===== src/rtl/dffram_port_arbiter.sv =====
// dffram_port_arbiter -- core-priority DFFRAM sharing with bounded-wait housekeeping reads. Rev 1.0
// Optional macro DFFRAM_ARB_STATS_EN adds the stall_clr input and stall_count output.
`default_nettype none

module dffram_port_arbiter #(
  parameter int AW       = 8,
  parameter int DW       = 32,
  parameter int MAX_WAIT = 4
) (
  input  logic            core_clk,
  input  logic            core_rstn,
  input  logic            core_req,
  input  logic [DW/8-1:0] core_we,
  input  logic [AW-1:0]   core_addr,
  input  logic [DW-1:0]   core_wdata,
  output logic            core_gnt,
  output logic            core_rvalid,
  output logic [DW-1:0]   core_rdata,
  input  logic            ro_req,
  input  logic [AW-1:0]   ro_addr,
  output logic            ro_ack,
  output logic [DW-1:0]   ro_data,
  output logic            ram_en,
  output logic [DW/8-1:0] ram_we,
  output logic [AW-1:0]   ram_a,
  output logic [DW-1:0]   ram_di,
  input  logic [DW-1:0]   ram_do
`ifdef DFFRAM_ARB_STATS_EN
  ,
  input  logic            stall_clr,
  output logic [15:0]     stall_count
`endif
);

  localparam logic [3:0] WAIT_LIMIT = 4'(MAX_WAIT);

  typedef enum logic [1:0] {
    RO_IDLE = 2'd0,
    RO_PEND = 2'd1,
    RO_ACK  = 2'd2
  } ro_state_t;

  ro_state_t  ro_state, ro_state_nxt;
  logic [3:0] starve_cnt;
  logic       core_rpend;
  logic       ro_pend;
  logic       ro_ok;
  logic       core_win;
  logic       ro_win;

  assign ro_pend = (ro_state == RO_PEND);
  assign ro_ack  = (ro_state == RO_ACK);
  // A request already in flight must not be granted a second time.
  assign ro_ok   = ro_req & ~ro_pend & ~ro_ack;

  always_comb begin
    ro_state_nxt = ro_state;
    core_win     = 1'b0;
    ro_win       = 1'b0;
    ram_en       = 1'b0;
    ram_we       = '0;
    ram_a        = core_addr;
    ram_di       = core_wdata;

    if (core_req && !(ro_ok && (starve_cnt >= WAIT_LIMIT))) begin
      core_win = 1'b1;
    end else if (ro_ok) begin
      ro_win = 1'b1;
    end

    if (core_win) begin
      ram_en = 1'b1;
      ram_we = core_we;
    end else if (ro_win) begin
      ram_en = 1'b1;
      ram_a  = ro_addr;
    end

    case (ro_state)
      RO_IDLE: if (ro_win) ro_state_nxt = RO_PEND;
      RO_PEND: ro_state_nxt = RO_ACK;
      RO_ACK:  ro_state_nxt = RO_IDLE;
      default: ro_state_nxt = RO_IDLE;
    endcase
  end

  always_ff @(posedge core_clk or negedge core_rstn) begin
    if (!core_rstn) begin
      ro_state   <= RO_IDLE;
      starve_cnt <= 4'd0;
      core_rpend <= 1'b0;
      ro_data    <= '0;
    end else begin
      ro_state   <= ro_state_nxt;
      core_rpend <= core_win & (core_we == '0);
      if (ro_pend) begin
        ro_data <= ram_do;
      end
      if (!ro_req || ro_win) begin
        starve_cnt <= 4'd0;
      end else if (ro_ok && (starve_cnt < WAIT_LIMIT)) begin
        starve_cnt <= starve_cnt + 4'd1;
      end
    end
  end

  assign core_gnt    = core_win;
  assign core_rvalid = core_rpend;
  assign core_rdata  = ram_do;

`ifdef DFFRAM_ARB_STATS_EN
  logic [15:0] stall_q;

  // Clear takes precedence over a stall in the same cycle.
  always_ff @(posedge core_clk or negedge core_rstn) begin
    if (!core_rstn) begin
      stall_q <= 16'd0;
    end else if (stall_clr) begin
      stall_q <= 16'd0;
    end else if (ro_ok && core_win && (stall_q != 16'hFFFF)) begin
      stall_q <= stall_q + 16'd1;
    end
  end

  assign stall_count = stall_q;
`endif

endmodule

`default_nettype wire

===== config.mk =====
export PLATFORM = sky130hd
export DESIGN_NAME = dffram_port_arbiter
export DESIGN_NICKNAME = d
export VERILOG_FILES = /design/src/rtl/dffram_port_arbiter.sv
export SDC_FILE = /design/constraint.sdc
export NUM_CORES = 1
export LEC_CHECK = 0
export BUFFER_PORTS_ARGS = -buffer_cell sky130_fd_sc_hd__buf_2
export CAP_MARGIN = 30
export CORE_MARGIN = 1
export CORE_UTILIZATION = 38
export CTS_BUF_LIST = sky130_fd_sc_hd__clkbuf_4
export DETAILED_ROUTE_END_ITERATION = 10
export GPL_TIMING_DRIVEN = 0
export PLACE_DENSITY = 0.83
export SLEW_MARGIN = 30
export SYNTH_ARGS = -nofsm -noshare
export SYNTH_HDL_FRONTEND = slang
export SYNTH_SLANG_ARGS = --single-unit

===== constraint.sdc =====
create_clock -name core_clk -period 2.2 [get_ports core_clk]
set_clock_uncertainty 0.05 [all_clocks]
set_input_delay 0.44 -clock core_clk [delete_from_list [all_inputs] [get_ports core_clk]]
set_output_delay 0.44 -clock core_clk [all_outputs]
set_load 0.01 [all_outputs]

==> results.yml, run 1 <==
cells_and_area:
  nFillCells: 440
  drive_above_1_share: 0.846
  syn_to_final_growth_pct: 53.5
  final_nets: 446
  antennaDiodeCount: 0
  seqCellArea_sq_um: 978
  multi_input_area_sq_um: 708
synthesis:
  synth-async-reset-ratio: 1.00
  ys_seq_area_frac: 0.456
  synth_cells: 175
  synth_xor_area_frac: 0.0117
  synth.top_cell.area_share: 0.456
  synth_edf_count: 0
  muxShareOfSynthArea: 0.210
  synth_top_family_by_area: "buffers and inverters"
  synth_common_cells: "67 x buf_4, 40 x mux2_2, 39 x dfrtp_1"
  synth_compound_area_frac: 0.0193
  yosysMostFrequentCell: "buf_4"
  synth_top_cell_by_area: "dfrtp_1"
  synthSimpleGateAreaFrac: 0.0596
  synthesis.area_sq_um: 2140
  avgSynthCellArea_sq_um: 12.2
  syn-num-nets: 264
  synthAdderAreaFrac: 0.00584
  synth_ff_type: "dfrtp_1"
  yosysUniqueCellTypes: 26
  ys_seq_elements: 39
  yosysWarnings: 0
  synthTopCellsByArea: "dfrtp_1 46%, buf_4 23%, mux2_2 21%"
routing:
  dr.pass1.iters: 2
  ant_nets: 0
  wl_per_cell_um: 11.6
  postRouteWirelength_um: 4960
  via_per_inst: 4.34
  met3RoutedLength_um: 401
  vias: 1858
  dr_wl_met2_um: 2750
  wirelength_met1_um: 1780
  drtIter0Drc: 51
  drc_errors: 0
  top_layer: "met4"
run_status:
  violations: "setup timing"
  status: "finished, violations left"
setup_path:
  r2r_start: "ro_state[0]"
  critPathSlowestCell: "or3b_4"
  rr_endpoint: "ro_data[24]"
  start_kind: "flop"
  cp-startpoint: "starve_cnt[3]"
  worstSetupPathType: "flop to output pin"
  crit_required_ps: 1710
  cp_cell_sequence: "or3b_4 -> nand3_4 -> mux2_4 -> buf_6"
  crit_fanout: 8
  rrSetupSlack_ps: 580
  critPathCaptureType: "output pin"
  critical_path.max_stage_delay_ps: 410
  crit_family: "simple AND/OR/NAND/NOR gates"
  reg2regPathDepth: 5
  cp.arrival_ps: 1750
  cp.depth: 4
  critPathBufInv: 1
  endpoint: "ram_a[4]"
timing:
  setup_tns_ps: -288
  min_period_ps: 2240
  timing.final.ws_setup_ps: -42.2
  maxSlewViolCount: 0
  fmax_mhz: 446
  max_slew_margin: 0.438
  worst-slew-pin-transition_ps: 843
  period_share: 1.02
  setup_viol: 8
  rsz0062_at_grt: "true"
  finalHoldViolations: 0
grt:
  grt_pass1_wl_um: 7450
  grt_overflow: 0
  antenna_found_initial: 0
  grt_pass1_vias: 1644
  grt_use_total: 0.157
  grt_start_max_net_pins: 40
power:
  p_per_area_nw_per_um2: 640
  ir_drop_v: 0.000379
  p_leak_nw: 1.84
floorplanning:
  dieHeight_um: 77.1
  chipWidth_um: 77.1
  core_area_sq_um: 5270
  row_count: 26
  top_level_ports: 200
  die_area_sq_um: 5940
  start_util: 0.406
clock_network:
  cts_buffers: 5
  clk_pin_slew_ps: 100
  h-tree-depth: 2
  cts_root_buf: "clkbuf_4"
  cts_hold_buffers: 0
  clockBufferDepth: 2
  clk-insertion-delay-late_ps: 320
  cts_tree: "built"
  cts_sinks: 39
worst_hold_path:
  hold_path_class: "primary input to async pin"
placement:
  post-place-ws_ps: 62.5
  dp_hpwl_um: 3970
  io_buffer_count: 167
  gp_congestion: 0.691
job:
  maxCapViolCount: 0
==> report_power, final <==
part / leakage, nW / switching [mW] / internal [mW]
Clock: 0.0361 / 0.209 / 0.149
Combinational: 1.34 / 0.346 / 0.451
Sequential: 0.469 / 0.0729 / 0.873
==> timing repair <==
action	4_1_cts	5_1_grt
buffers inserted	4	4
endpoints found under the setup margin	13	13
pin swaps	3	3
resized for setup	21	0
==> how the worst min path moves through the flow <==
stage | start | endpoint | slack (ps) | cells after the start
final | core_rstn | ro_data[7] | 160 | 1
after global placement | ro_data[2] | ro_data[2] | 440 | 1
after detailed placement | ro_data[11] | ro_data[11] | 440 | 1
after global routing | core_rstn | ro_data[7] | 210 | 1
after CTS | core_rstn | ro_data[7] | 170 | 1
after floorplan | core_rstn | core_rvalid | 90 | 0
==> stage by stage <==
step / cell area (sq um) / power, mW / hold slack, ps / util / std cells
5_1_grt: 3290 / 2.22 / 210 / 0.623 / 428
3_3_place_gp: 3060 / 1.70 / 436 / 0.581 / 412
2_1_floorplan: 2140 / 1.38 / 94.4 / - / 175
3_5_place_dp: 3060 / 1.72 / 440 / 0.581 / 412
6_report: 3290 / 2.10 / 157 / 0.623 / 428
4_1_cts: 3260 / 2.13 / 172 / 0.618 / 424
==> cells by family (layout without fill, tap and decap cells) <==
group	Yosys count	after routing
AO/OA/AOI/OAI	6	6
XOR/XNOR	2	2
adder cells (fa/ha/maj)	1	1
buffers and inverters	68	251
flip-flops	39	39
multiplexers	40	40
AND/OR/NAND/NOR	19	19
==> registers in the layout (all words and copies together), names as in the netlist <==
| register | flops |
|---|---|
| core_rvalid | 1 |
| ro_data | 32 |
| ro_state | 2 |
| starve_cnt | 4 |
==> layer usage <==
metal,vias to the layer above,track usage
li1,894,-
met4,0,0.0396
met5,-,0
met2,104,0.308
met1,856,0.163
met3,4,0.0393
==> cells in the final DEF, fill, tap and decap left out <==
| cell | count |
|---|---|
| buf_2 | 160 |
| buf_4 | 75 |
| dfrtp_1 | 37 |
| mux2_2 | 32 |
| mux2_4 | 8 |
| buf_6 | 8 |
| clkbuf_4 | 7 |
| and3_2 | 5 |
| nor2b_1 | 2 |
| nand2_1 | 2 |
| dfrtp_2 | 2 |
| xnor2_4 | 1 |
| o211ai_1 | 1 |
| and2_2 | 1 |
| or3b_4 | 1 |
| nand3_4 | 1 |
| nor4_1 | 1 |
| a21o_2 | 1 |
| nor3b_1 | 1 |
| nor4b_1 | 1 |
| xor2_1 | 1 |
| and3_1 | 1 |
| o21ai_0 | 1 |
| a21oi_1 | 1 |
| nor2_1 | 1 |
| nand3_1 | 1 |
| a21boi_0 | 1 |
| or3_1 | 1 |
| a21boi_1 | 1 |
| ha_1 | 1 |
| clkinv_2 | 1 |
==> layout make-up <==
cell class                 count  share of cell area
sequential                    39               0.298
timing repair buffer         175               0.288
multi-input combinational     68               0.216
buffer                        68               0.155
tap                           70              0.0267
clock buffer                   7              0.0160
clock inverter                 1             0.00152
Note: power is estimated with default switching activity, not from simulation.
==> run 2: changes to the inputs <==
Settings changed: CELL_PAD_IN_SITES_DETAIL_PLACEMENT set to 1, CELL_PAD_IN_SITES_GLOBAL_PLACEMENT set to 1, CORE_UTILIZATION 38 to 26, PLACE_DENSITY 0.83 to not set, PLACE_DENSITY_LB_ADDON set to 0.1.
==> results.yml, run 2 (synthesized netlist as in run 1, its figures left out) <==
run_status:
  status: "finished, violations left"
  violations: "hold timing, setup timing"
power:
  p_comb_frac: 0.383
  swShare: 0.315
  intPower_mw: 1.45
  power.share.clock: 0.168
  p_switching_mw: 0.665
  p_per_area_nw_per_um2: 629
  p_leak_nw: 1.83
  ir_drop_v: 0.000267
  power_frac_seq: 0.448
timing:
  finalHoldViolations: 3
  worst-slew-pin-transition_ps: 501
  holdWs_ps: -16.9
  setup_tns_ps: -538
  min_period_ps: 2270
  timing.final.ws_setup_ps: -72.5
  max_slew_margin: 0.666
  setup_viol: 8
  period_share: 1.03
  fmax_mhz: 440
  rsz0062_at_grt: "true"
  maxSlewViolCount: 0
routing:
  wl_per_cell_um: 13.0
  ant_nets: 0
  postRouteWirelength_um: 5970
  drc_errors: 0
  dr.pass1.iters: 4
  via_per_inst: 4.18
  drtIter0Drc: 19
  vias: 1914
setup_path:
  reg2regPathDepth: 4
  crit_required_ps: 1710
  rrSetupSlack_ps: 700
  r2r_start: "ro_state[0]"
  crit_fanout: 8
  critical_path.max_stage_delay_ps: 410
  start_kind: "flop"
  critPathCaptureType: "output pin"
  worstSetupPathType: "flop to output pin"
  rr_endpoint: "ro_data[14]"
  critPathSlowestCell: "or3b_4"
  cp_cell_sequence: "or3b_4 -> nand3_4 -> mux2_4 -> buf_6"
  cp.arrival_ps: 1780
floorplanning:
  top_level_ports: 200
  row_count: 32
  dieHeight_um: 92.7
  start_util: 0.273
  chipWidth_um: 92.7
  core_area_sq_um: 7850
  die_area_sq_um: 8600
clock_network:
  clk_pin_slew_ps: 130
  cts_buffers: 5
  cts_sinks: 39
  clk-insertion-delay-late_ps: 350
  cts_hold_buffers: 0
  cts_root_buf: "clkbuf_4"
  clockBufferDepth: 2
  cts_tree: "built"
  h-tree-depth: 2
grt:
  grt_util_met1: 0.140
  busiest_layer: "met2"
  grt_pass1_wl_um: 9260
  grt_overflow: 0
  grt_use_total: 0.138
  use_met3: 0.0361
  grt_pass1_vias: 1863
  grt_start_max_net_pins: 40
  antenna_found_initial: 0
  met2_usage: 0.269
cells_and_area:
  top_regs: "ro_data x32, starve_cnt x4, ro_state x2"
  drive_above_1_share: 0.840
  syn_to_final_growth_pct: 56.8
  final_common_cell: "buf_2"
  finish.utilization: 0.428
  largest_reg_flops: 32
  antennaDiodeCount: 0
  nFillCells: 929
  final_nets: 444
  layout_common_cells: "154 x buf_2, 74 x buf_4, 37 x dfrtp_1, 32 x mux2_2, 13 x buf_6"
  regMostFlops: "ro_data"
placement:
  gp_congestion: 0.685
  dp_hpwl_um: 4660
  io_buffer_count: 167
job:
  maxCapViolCount: 0
worst_hold_path:
  hold_path_class: "primary input to async pin"
[run 2: cell types whose count changed in the layout (fill, tap and decap cells not counted)]
cell	change
and2_2	-1
and2_4	+1
and3_2	-4
and3_4	+4
buf_2	-6
buf_4	-1
buf_6	+5
clkbuf_4	-2
clkinv_1	+2
clkinv_2	-1
clkinvlp_4	+1
[run 2: metrics by stage]
step	setup WS, ps	power (mW)	instance area (sq um)	hold WS [ps]	instances
after floorplan	382	1.38	2140	94.4	175
after global placement	35.0	1.72	3100	435	444
after detailed placement	26.0	1.73	3100	440	444
after CTS	-68.0	2.14	3280	162	455
after global routing	-149	2.26	3360	4.56	458
final	-72.5	2.11	3360	-16.9	458
[run 2: cell type report]
type	instances	area, sq um	area share
Tap cell	102	128	0.0380
Clock buffer	5	37.5	0.0112
Sequential cell	39	978	0.292
Buffer	68	508	0.151
Clock inverter	3	15.0	0.00447
Multi-Input combinational cell	68	724	0.216
Timing Repair Buffer	173	965	0.287
[run 2: worst max path at each step]
stage               end  slack, ps  cells after the start           from
6_report       ram_a[4]        -70                      4  starve_cnt[3]
5_1_grt        ram_a[4]       -150                      4  starve_cnt[3]
4_1_cts        ram_a[6]        -70                      4  starve_cnt[3]
3_5_place_dp   ram_a[5]         30                      5       core_req
3_3_place_gp   ram_a[4]         40                      5       core_req
2_1_floorplan  ram_a[0]        380                      3       core_req
[run 2: repair_timing]
action	in CTS	in global routing
hold endpoints to repair	0	0
endpoints found under the setup margin	13	13
pin swaps	3	7
resized for setup	21	10
setup buffers	3	3
[run 2: worst max-delay path, delay by kind of cell, from the launching register on]
kind          cells  cell delay [ps]
buf+inv           1              130
flops             1              400
mux               1              330
simple gates      2              590
[run 2: power groups by stage]
| stage | Clock [mW] | Combinational (mW) | Sequential (mW) |
|---|---|---|---|
| floorplan | 0 | 0.336 | 1.04 |
| global placement | 0 | 0.765 | 0.954 |
| detailed placement | 0 | 0.774 | 0.961 |
| CTS | 0.383 | 0.812 | 0.949 |
| global route | 0.411 | 0.879 | 0.971 |
| finish | 0.356 | 0.809 | 0.947 |
[run 2: per-layer routing]
metal / vias to the layer above / wire [um]
li1: 882 / -
met1: 913 / 1950
met2: 110 / 3380
met3: 9 / 557
met4: 0 / 79
met5: - / 0
